`src/rtl/sram_arb_pkg.sv`:
```
// ----------------------------------------------------------------------------
// sram_arb_pkg
//   Shared types and constants for the instruction/data SRAM port arbiter.
//   - arb_state_t : arbiter FSM states
//   - mem_cmd_t   : latched bus command {wen, addr, wdata}
//   - WEN_READ    : byte-enable value that marks a read
// ----------------------------------------------------------------------------
package sram_arb_pkg;

    localparam int ARB_ADDR_W = 32;
    localparam int ARB_DATA_W = 32;

    localparam logic [3:0] WEN_READ = 4'b0000;

    typedef enum logic [2:0] {
        IDLE,
        REQ_I,
        REQ_D,
        WAIT_I,
        WAIT_D
    } arb_state_t;

    typedef struct packed {
        logic [3:0]            wen;
        logic [ARB_ADDR_W-1:0] addr;
        logic [ARB_DATA_W-1:0] wdata;
    } mem_cmd_t;

    // A read command for an instruction fetch: no byte enables, no store data.
    function automatic mem_cmd_t fetch_cmd(input logic [ARB_ADDR_W-1:0] addr);
        mem_cmd_t c;
        c.wen   = WEN_READ;
        c.addr  = addr;
        c.wdata = '0;
        return c;
    endfunction

endpackage

```
`src/rtl/sram_port_arbiter.sv`:
```
// ----------------------------------------------------------------------------
// sram_port_arbiter
//   Shares one memory request port between the instruction-fetch side and
//   the load/store side. One outstanding transaction at a time, data side has
//   fixed priority, responses are routed back to the issuing side, and
//   responses for cancelled fetches are swallowed.
//
//   Optional feature (macro SRAM_ARB_STARVE_GUARD_EN): after STARVE_LIMIT
//   consecutive data grants made while a fetch is waiting, the fetch is
//   granted once even if data_req is high.
//
//   Ports:
//     clk, resetn                   clock, async active-low reset
//     inst_req/addr/cancel          fetch request side
//     inst_valid/rdata              fetch response (one-cycle pulse)
//     data_req/wen/addr/wdata       load/store request side
//     data_valid/rdata              load/store response (one-cycle pulse)
//     mem_req/wen/addr/wdata        registered bus request, held to mem_ready
//     mem_ready, mem_rvalid, rdata  bus handshake and response
// ----------------------------------------------------------------------------
module sram_port_arbiter
    import sram_arb_pkg::*;
#(
    parameter int ADDR_W       = 32,
    parameter int DATA_W       = 32,
    parameter int STARVE_LIMIT = 4
) (
    input  logic              clk,
    input  logic              resetn,

    input  logic              inst_req,
    input  logic [ADDR_W-1:0] inst_addr,
    input  logic              inst_cancel,
    output logic              inst_valid,
    output logic [DATA_W-1:0] inst_rdata,

    input  logic              data_req,
    input  logic [3:0]        data_wen,
    input  logic [ADDR_W-1:0] data_addr,
    input  logic [DATA_W-1:0] data_wdata,
    output logic              data_valid,
    output logic [DATA_W-1:0] data_rdata,

    output logic              mem_req,
    output logic [3:0]        mem_wen,
    output logic [ADDR_W-1:0] mem_addr,
    output logic [DATA_W-1:0] mem_wdata,
    input  logic              mem_ready,
    input  logic              mem_rvalid,
    input  logic [DATA_W-1:0] mem_rdata
);

    // The latched command uses the package struct, so widths must agree.
    generate
        if (ADDR_W != ARB_ADDR_W || DATA_W != ARB_DATA_W || STARVE_LIMIT < 1) begin : g_param_check
            $error("sram_port_arbiter: unsupported parameter combination");
        end
    endgenerate

    arb_state_t state_q, state_d;
    mem_cmd_t   cmd_q,   cmd_d;
    logic       mem_req_q, mem_req_d;
    logic       drop_q,    drop_d;

    logic       grant_d;
    logic       grant_i;
    logic       force_i;

`ifdef SRAM_ARB_STARVE_GUARD_EN
    localparam int CNT_W = $clog2(STARVE_LIMIT + 1);
    localparam logic [CNT_W-1:0] CNT_LIMIT = CNT_W'(STARVE_LIMIT);

    logic [CNT_W-1:0] starve_q, starve_d;

    // Fetch jumps the queue once data has won STARVE_LIMIT times in a row.
    assign force_i = inst_req && (starve_q == CNT_LIMIT);

    always_comb begin
        starve_d = starve_q;
        if (state_q == IDLE && !inst_req) begin
            starve_d = '0;
        end else if (grant_i) begin
            starve_d = '0;
        end else if (grant_d && inst_req && starve_q != CNT_LIMIT) begin
            starve_d = starve_q + 1'b1;
        end
    end

    always_ff @(posedge clk or negedge resetn) begin
        if (!resetn) begin
            starve_q <= '0;
        end else begin
            starve_q <= starve_d;
        end
    end
`else
    assign force_i = 1'b0;
`endif

    // ------------------------------------------------------------------
    // State register (plus the registered bus-side outputs)
    // ------------------------------------------------------------------
    always_ff @(posedge clk or negedge resetn) begin
        if (!resetn) begin
            state_q   <= IDLE;
            cmd_q     <= '0;
            mem_req_q <= 1'b0;
            drop_q    <= 1'b0;
        end else begin
            state_q   <= state_d;
            cmd_q     <= cmd_d;
            mem_req_q <= mem_req_d;
            drop_q    <= drop_d;
        end
    end

    // ------------------------------------------------------------------
    // Next-state logic
    // ------------------------------------------------------------------
    always_comb begin
        grant_d = (state_q == IDLE) && data_req && !force_i;
        grant_i = (state_q == IDLE) && inst_req && !grant_d;

        state_d = state_q;
        unique case (state_q)
            IDLE: begin
                if (grant_d) begin
                    state_d = REQ_D;
                end else if (grant_i) begin
                    state_d = REQ_I;
                end
            end
            REQ_I:   if (mem_ready)  state_d = WAIT_I;
            REQ_D:   if (mem_ready)  state_d = WAIT_D;
            WAIT_I:  if (mem_rvalid) state_d = IDLE;
            WAIT_D:  if (mem_rvalid) state_d = IDLE;
            default: state_d = IDLE;
        endcase
    end

    // ------------------------------------------------------------------
    // Output logic
    // ------------------------------------------------------------------
    always_comb begin
        cmd_d = cmd_q;
        if (grant_d) begin
            cmd_d.wen   = data_wen;
            cmd_d.addr  = data_addr;
            cmd_d.wdata = data_wdata;
        end else if (grant_i) begin
            cmd_d = fetch_cmd(inst_addr);
        end

        // mem_req rises the cycle after the grant and falls after acceptance.
        mem_req_d = mem_req_q;
        if (grant_d || grant_i) begin
            mem_req_d = 1'b1;
        end else if ((state_q == REQ_I || state_q == REQ_D) && mem_ready) begin
            mem_req_d = 1'b0;
        end

        // A cancelled fetch still completes on the bus; only its response
        // is swallowed. The flag lives until the arbiter returns to IDLE.
        drop_d = 1'b0;
        unique case (state_q)
            IDLE:    drop_d = grant_i && inst_cancel;
            REQ_I:   drop_d = drop_q || inst_cancel;
            WAIT_I:  drop_d = mem_rvalid ? 1'b0 : (drop_q || inst_cancel);
            default: drop_d = 1'b0;
        endcase

        // A cancel arriving together with the response also swallows it.
        inst_valid = (state_q == WAIT_I) && mem_rvalid && !drop_q && !inst_cancel;
        data_valid = (state_q == WAIT_D) && mem_rvalid;

        // Gate read data so the outputs never carry X while idle.
        inst_rdata = inst_valid ? mem_rdata : '0;
        data_rdata = data_valid ? mem_rdata : '0;
    end

    assign mem_req   = mem_req_q;
    assign mem_wen   = cmd_q.wen;
    assign mem_addr  = cmd_q.addr;
    assign mem_wdata = cmd_q.wdata;

endmodule
```
`config.mk`:
```
export PLATFORM = sky130hd
export DESIGN_NAME = sram_port_arbiter
export DESIGN_NICKNAME = d
export VERILOG_FILES = /design/src/rtl/sram_arb_pkg.sv /design/src/rtl/sram_port_arbiter.sv
export SDC_FILE = /design/constraint.sdc
export NUM_CORES = 1
export LEC_CHECK = 0
export BUFFER_PORTS_ARGS = -buffer_cell sky130_fd_sc_hd__buf_2
export CORE_ASPECT_RATIO = 0.5
export CORE_MARGIN = 1.5
export CORE_UTILIZATION = 40
export DETAILED_ROUTE_END_ITERATION = 8
export PLACE_DENSITY_LB_ADDON = 0.1
export SLEW_MARGIN = 0
export SYNTH_ARGS = -nofsm -noshare
export SYNTH_HDL_FRONTEND = slang
export SYNTH_SLANG_ARGS = --single-unit
```
`constraint.sdc`:
```
create_clock -name clk -period 2.2 [get_ports clk]
set_clock_uncertainty 0.05 [all_clocks]
set_input_delay 0.22 -clock clk [delete_from_list [all_inputs] [get_ports clk]]
set_output_delay 0.22 -clock clk [all_outputs]
set_load 0.05 [all_outputs]
```
; After elaboration in Yosys (flattened, before gate mapping)
; Index checks and enable logic that the tools add are counted.
[word_totals]
register_bits = 73
out_inout_bits = 135
elab_cells = 48
[classes]
n_eq_ne = 8
n_mux = 14
reduce_logical = 20
[op_table]
columns = op, count
row1 = $mux 68, 2
row2 = $mux 32, 2
row3 = $mux 3, 5
row4 = $pmux 3 s4, 1
row5 = $logic_and 1x1->1, 9
row6 = $eq 3x2->1 const B, 2
row7 = $ne 2x2->1 const B, 2
row8 = $reduce_and 4->1, 1
row9 = $reduce_bool 2->1, 2
row10 = $eq 3x1->1 const B, 1
row11 = $eq 3x3->1 const B, 1
row12 = $logic_not 1->1, 3
row13 = $logic_not 3->1, 1
row14 = $logic_or 1x1->1, 3
row15 = $mux 1, 3
row16 = $ne 3x3->1 const B, 1
row17 = $pmux 1 s3, 1
row18 = $ne 2x1->1 const B, 1
row19 = $reduce_or 2->1, 1

; Longest topological paths before layout
; Gate-level depths: netlist of run 1.
[depth]
word_depth = 7
depth_mapped = 7
mapped_depth_nobuf = 3

; Worst setup path after synthesis of run 1
; Ideal clock, no wire load.
[synth_path]
path_kind = register to output
from = register state_q[1]
to = output port inst_rdata[22]
arrival_time_ns = 2.083
required_ns = 1.930
path_slack_ns = -0.153
path_stages_with_launch = 6
cell_sequence = dfrtp_1 > buf_2 > nand2_1 > nor4_2 > clkbuf_1 > and2_1
[synth_via]
elab_chain_len = 5
[synth_lines]
columns = element, line
row1 = from (decl), sram_port_arbiter.sv:60  ; arb_state_t state_q, state_d;
row2 = from (signal assigned), sram_port_arbiter.sv:110  ; state_q <= state_d;
row3 = $eq 3x2->1, sram_port_arbiter.sv:173  ; inst_valid = (state_q == WAIT_I) && mem_rvalid && !drop_q && !inst_cancel;
row4 = $logic_and 1x1->1 (3 in a row), sram_port_arbiter.sv:173
row5 = net inst_valid, sram_port_arbiter.sv:34  ; output logic inst_valid,
row6 = $mux 32, sram_port_arbiter.sv:177  ; inst_rdata = inst_valid ? mem_rdata : '0;
row7 = to (decl), sram_port_arbiter.sv:35  ; output logic [DATA_W-1:0] inst_rdata,
; The timed path passes the listed nets, and every way through them passes these cells.

; Worst setup path in the final report of run 1
[layout_path]
from = register state_q[2]
to = output port inst_rdata[4]
[layout_via]
elab_chain_len = 5
[layout_lines]
columns = element, line
row1 = $eq 3x2->1, sram_port_arbiter.sv:173
row2 = $logic_and 1x1->1 (3 in a row), sram_port_arbiter.sv:173
row3 = $mux 32, sram_port_arbiter.sv:177
; Every way passes these cells.

==> impl_metrics.env, run 1 <==
export IMPL_status="finished, final reports clean"
export IMPL_drc=0
export IMPL_final_setup_viol_count=0
export IMPL_tightest_slew_ns=0.5439
export IMPL_clock_sinks=73
export IMPL_first_iter_violations=155
export IMPL_syn_area_um2=3538
export IMPL_hold_start="data_wdata[9]"
export IMPL_antenna_found_initial=0
export IMPL_dieArea_um2=9453
export IMPL_coreArea_um2=8648
export IMPL_grt_max_degree=44
export IMPL_crit_reg2reg_launch="state_q[1]"
export IMPL_slew_viol_final=0
export IMPL_regToRegSetupSlack_ns=0.32
export IMPL_top_usage_layer="met2"
export IMPL_h_tree_depth=3
export IMPL_cp_end_kind="output port"
export IMPL_leakage_nw=2.957
export IMPL_placedCellCount=697
export IMPL_clock_fmax_mhz=469.9
export IMPL_grt_pass1_vias=3394
export IMPL_post_place_ws_ns=0.1824
export IMPL_crit_required_ns=1.93
export IMPL_gr_usage_all_layers_pct=23.19
export IMPL_routedWlPerCell_um=15.73
export IMPL_yosysSeqAreaShare_pct=51.63
export IMPL_rsz0062_at_grt="false"
export IMPL_post_route_period_util_pct=96.73
export IMPL_ys_seq_elements=73
export IMPL_yosys_top_cells_area="dfrtp_1 52%, and2_1 11%, a22o_1 8.9%"
export IMPL_syn_inst=329
export IMPL_fin_crit_ns=2.128
export IMPL_clk_latency_ns=0.33
export IMPL_drv_cap=0
export IMPL_dp_hpwl_um=8099
export IMPL_multi_input_area_um2=1565
export IMPL_rows=24
export IMPL_clk_pin_slew_ns=0.06
export IMPL_vdd_ir_drop_worst_mv=1.012
export IMPL_met3_usage_pct=7.164
export IMPL_hold_path_class="primary input to flip-flop"
export IMPL_yosysWarnings=0
export IMPL_cts_buffers=9
export IMPL_die_w_um=136.0
export IMPL_stdcell_count=716
export IMPL_synth_top_cell_area_share_pct=51.63
export IMPL_fin_ws_ns=0.07198
export IMPL_worstHoldPathCells=2
export IMPL_p_per_area_nw_per_um2=1614
export IMPL_r2r_end="mem_wdata[1]"
export IMPL_finish_net_count=733
export IMPL_path_max_fanout=16
export IMPL_layout_area_seq_um2=1831
export IMPL_min_to="mem_wdata[9]"
export IMPL_area_growth_pct=52.26
export IMPL_postRouteAntennaNets=0
export IMPL_vias=3635
export IMPL_finalHoldViolCount=0
export IMPL_syn_num_nets=468
export IMPL_antenna_cells=0
export IMPL_overflow=0
export IMPL_setup_tns_ns=0
export IMPL_grt_pass1_wl_um=17080
export IMPL_avgSynthCellArea_um2=10.75
export IMPL_numPortBuffers=273
export IMPL_ys_types=27
export IMPL_finalWirelength_um=11260
export IMPL_slew_headroom_pct=63.74
export IMPL_first_pass_iters=4
export IMPL_met2_usage_pct=38.05
export IMPL_tritoncts="built"
export IMPL_clk_root_buffer_cell="clkbuf_16"
export IMPL_use_met1_pct=28.56
export IMPL_fillCellCount=775
export IMPL_initial_core_util_pct=40.91
export IMPL_place_gp_congestion=0.8846
export IMPL_routed_via_density=5.077
export IMPL_synth_area_leader_cell="dfrtp_1"
export IMPL_cts_buffer_depth=2
export IMPL_total_power_mw=8.694
export IMPL_cp_data_arrival_time_ns=1.86
export IMPL_drive_gt1_share_pct=51.75
export IMPL_timing_worst_setup_path_type="flip-flop to output port"
export IMPL_die_h_um=69.51
export IMPL_ios=274
export IMPL_worst_r2r_cell_count=5
export IMPL_worstSetupStartpointType="flip-flop"
cell families (layout without fill, tap and decap cells):
group,Yosys count,count (layout),synth area share [%]
AND/OR/NAND/NOR,114,114,18.28
AO/OA/AOI/OAI,106,106,24.89
flip-flops,73,73,51.63
buffers and inverters,35,305,4.950
XOR/XNOR,1,1,0.2476
cell usage after synthesis, drive strengths merged:
| cell type | number |
|---|---|
| inv | 2 |
| a2bb2oi | 1 |
| or3 | 2 |
| clkbuf | 23 |
| a32oi | 32 |
| a21oi | 1 |
| nand3b | 1 |
| or2 | 1 |
| nor4b | 2 |
| a41o | 1 |
| a31oi | 1 |
| a32o | 1 |
| dfrtp | 73 |
| xnor2 | 1 |
| nand2 | 35 |
| a22oi | 32 |
| nor2 | 2 |
| and2 | 65 |
| or3b | 1 |
| nand3 | 1 |
| nand2b | 2 |
| o21ai | 1 |
| buf | 10 |
| nor4 | 1 |
| and3 | 1 |
| a22o | 36 |
worst max-delay path, stage by stage (launching register included):
cell	delay, ns
dfrtp_2	0.48
nand2b_1	0.21
nor4_4	0.23
buf_6	0.21
and2_1	0.15
buf_2	0.26
per-stage QoR:
stage	hold slack (ns)	util [%]	area (um^2)
final	0.05501	62.30	5388
after global routing	0.04165	62.30	5388
after CTS	0.04095	61.36	5306
after detailed placement	0.1964	57.93	5010
after global placement	0.1986	57.93	5010
after floorplan	-0.1256	-	3541
worst max-delay path by stage:
stage | from | endpoint | slack (ns) | cells after the start
final | state_q[2] | inst_rdata[4] | 0.07 | 5
after global routing | state_q[2] | inst_rdata[4] | 0.008 | 5
after CTS | state_q[1] | inst_rdata[3] | 0.03 | 5
after detailed placement | state_q[1] | inst_rdata[3] | 0.18 | 5
after global placement | state_q[1] | inst_rdata[7] | 0.28 | 5
after floorplan | state_q[1] | inst_rdata[22] | 0.11 | 5
state kept, by name (all words and copies together), names as in the netlist:
register	count
mem_addr	32
mem_wdata	32
mem_wen	4
state_q	3
drop_q	1
mem_req	1
per-layer routing:
metal,part of all wire [%],up-vias
met2,50,147
met3,7.5,20
met4,1.6,0
met5,0,-
met1,41,1718
li1,-,1750
layout make-up:
type | instances | share of cell area [%]
Clock buffer | 10 | 4.436
Clock inverter | 6 | 0.7664
Inverter | 2 | 0.1393
Timing Repair Buffer | 287 | 28.91
Tap cell | 117 | 2.717
Sequential cell | 73 | 33.98
Multi-Input combinational cell | 221 | 29.05
cells in the final DEF, fill, tap and decap left out, types with 2 or more instances in the layout:
master,n
clkbuf_16,9
clkinvlp_4,3
dfrtp_1,70
a22oi_1,32
nor4b_4,2
inv_1,2
clkinv_2,2
clkbuf_4,23
a32oi_1,32
dfrtp_2,3
nand2_1,35
nand2b_1,2
or3_1,2
buf_2,249
a22o_1,36
and2_1,65
buf_6,3
buf_4,10
what timing repair did:
action	CTS	global route
endpoints found under the setup margin	33	46
resized for setup	3	28
cloned	0	1
buffers inserted	0	1
hold buffers	1	0
hold endpoints to repair	42	0
where the power goes:
group	leakage (nW)	switching (mW)	internal (mW)	total (mW)
combinational	1.92	3.58	1.35	4.92
sequential	0.903	0.442	1.98	2.42
clock	0.131	0.557	0.792	1.35
No activity file was read; power rests on OpenSTA's default activity.
==> run 2, diff against run 1 <==
--- a/config.mk
+++ b/config.mk
@@ -8,7 +8,7 @@
 export BUFFER_PORTS_ARGS = -buffer_cell sky130_fd_sc_hd__buf_2
 export CORE_ASPECT_RATIO = 0.5
 export CORE_MARGIN = 1.5
-export CORE_UTILIZATION = 40
+export CORE_UTILIZATION = 36
 export DETAILED_ROUTE_END_ITERATION = 8
 export PLACE_DENSITY_LB_ADDON = 0.1
 export SLEW_MARGIN = 0
==> constraint.sdc (replaced) <==
create_clock -name clk -period 1.75 [get_ports clk]
set_clock_uncertainty 0.05 [all_clocks]
set_input_delay 0.175 -clock clk [delete_from_list [all_inputs] [get_ports clk]]
set_output_delay 0.175 -clock clk [all_outputs]
set_load 0.05 [all_outputs]
==> impl_metrics.env, run 2 (synthesized netlist as in run 1, its figures left out) <==
export IMPL_first_pass_iters=4
export IMPL_swShare_pct=50.34
export IMPL_clock_sinks=73
export IMPL_hold_start="data_wdata[24]"
export IMPL_grt_pass1_wl_um=18680
export IMPL_path_max_fanout=33
export IMPL_finalWirelength_um=12990
export IMPL_drc=0
export IMPL_cp_end_kind="output port"
export IMPL_die_h_um=73.11
export IMPL_drive_gt1_share_pct=62.19
export IMPL_slew_headroom_pct=70.87
export IMPL_post_route_period_util_pct=107.0
export IMPL_placedCellCount=722
export IMPL_grt_max_degree=38
export IMPL_clk_root_buffer_cell="clkbuf_16"
export IMPL_antenna_found_initial=1
export IMPL_tritoncts="built"
export IMPL_wl_met1_um=5471
export IMPL_die_w_um=143.2
export IMPL_grt_pass1_vias=3646
export IMPL_numPortBuffers=273
export IMPL_timing_hold_ws_ns=0.005399
export IMPL_power_internal_mw=5.882
export IMPL_gr_usage_all_layers_pct=23.35
export IMPL_overflow=0
export IMPL_leakage_nw=3.181
export IMPL_antenna_cells=0
export IMPL_finish_net_count=746
export IMPL_vdd_ir_drop_worst_mv=1.497
export IMPL_final_area_um2=6090
export IMPL_h_tree_depth=3
export IMPL_cp_data_arrival_time_ns=1.65
export IMPL_violations="setup timing"
export IMPL_vias=3774
export IMPL_ios=274
export IMPL_layout_commonest_cell="buf_2"
export IMPL_stdcell_count=746
export IMPL_tightest_slew_ns=0.4370
export IMPL_cp_startpoint="state_q[2]"
export IMPL_routed_via_density=5.059
export IMPL_share_comb_of_total_power_pct=59.1
export IMPL_final_cell_mix="208 x buf_2, 72 x dfrtp_1, 67 x buf_6, 49 x and2_2, 36 x a22o_1"
export IMPL_maxUsedRoutingLayer="met5"
export IMPL_placed_cell_area_um2=5229
export IMPL_slew_viol_final=0
export IMPL_crit_reg2reg_launch="state_q[1]"
export IMPL_rsz0062_at_grt="true"
export IMPL_post_place_ws_ns=0.09196
export IMPL_first_iter_violations=185
export IMPL_fin_ws_ns=-0.1228
export IMPL_coreArea_um2=9509
export IMPL_cts_buffers=9
export IMPL_dieArea_um2=10470
export IMPL_crit_required_ns=1.52
export IMPL_dr_wl_met3_um=1020
export IMPL_clk_pin_slew_ns=0.06
export IMPL_finalHoldViolCount=0
export IMPL_fin_crit_ns=1.873
export IMPL_sequentialPowerShare_pct=25.4
export IMPL_initial_core_util_pct=37.21
export IMPL_worstSetupStartpointType="flip-flop"
export IMPL_clk_latency_ns=0.33
export IMPL_timing_worst_setup_path_type="flip-flop to output port"
export IMPL_area_growth_pct=72.10
export IMPL_routedWlPerCell_um=17.41
export IMPL_wl_met2_um=6237
export IMPL_dp_hpwl_um=8559
export IMPL_status="complete, but fails checks"
export IMPL_p_switching_mw=5.962
export IMPL_clock_fmax_mhz=534.0
export IMPL_cts_buffer_depth=2
export IMPL_final_setup_viol_count=102
export IMPL_hold_path_class="primary input to flip-flop"
export IMPL_postRouteAntennaNets=0
export IMPL_p_per_area_nw_per_um2=1945
export IMPL_rows=25
export IMPL_drv_cap=0
export IMPL_power_frac_clock_pct=15.5
export IMPL_place_gp_congestion=0.7749
-- run 2: changes by cell type in the layout (fill, tap and decap cells not counted), sizes merged --
cell,before,now
buf,263,296
clkbuf,33,15
bufinv,0,1
inv,3,2
clkinvlp,3,1
clkinv,2,0
dlygate4sd3,1,2
-- run 2: worst paths after layout --
| path | endpoint | slack [ns] | cells after the start |
|---|---|---|---|
| max | inst_rdata[24] | -0.12 | 5 |
| max in group asynchronous | mem_addr[12] | 0.74 | 3 |
| max reg2reg | mem_wdata[10] | -0.08 | 5 |
| min in group asynchronous | mem_wdata[18] | 0.26 | 2 |
| min reg2reg | mem_wen[2] | 0.44 | 1 |
| min | mem_wdata[24] | 0.005 | 2 |
-- run 2: repair_timing --
item                                    CTS  global route
endpoints found under the setup margin   66           133
hold buffers                              2             0
cloned                                    0             5
endpoints found under the hold margin    18             0
pin swaps                                 0             1
buffers inserted                          1             1
gates resized for setup                 132             8
-- run 2: area by class of cell --
class | count | area (um^2)
clock buffers | 13 | 260.3
clock inverters | 2 | 37.54
fillers | 770 | 3420
inverters | 2 | 7.507
multi-input cells | 221 | 1669
flip-flops and latches | 73 | 1828
well taps | 135 | 168.9
repair buffers | 300 | 2118
-- run 2: layer usage --
layer,vias up,global-route usage (%)
li1,1772,-
met1,1811,28.54
met5,-,0
met3,24,8.727
met4,2,7.560
met2,165,38.65
-- run 2: power by group through the flow --
stage,clock network (mW),logic (mW),registers [mW]
6_report,1.83,7.00,3.01
5_1_grt,1.94,7.40,3.12
4_1_cts,1.87,6.61,3.00
3_5_place_dp,0,6.49,2.99
3_3_place_gp,0,6.40,3.01
2_1_floorplan,0,2.29,5.51
-- run 2: critical path, stage by stage (launching register included) --
cell	delay (ns)
dfrtp_1	0.40
nand2b_1	0.18
nor4_4	0.19
buf_12	0.20
and2_2	0.18
buf_6	0.16
-- run 2: per-stage QoR --
stage	power (mW)	setup TNS [ns]	utilization, %
finish	11.84	-8.417	64.04
global route	12.45	-15.09	64.04
CTS	11.48	-6.054	62.74
detailed placement	9.474	0	54.99
global placement	9.406	0	54.99
floorplan	7.800	-0.01100	-
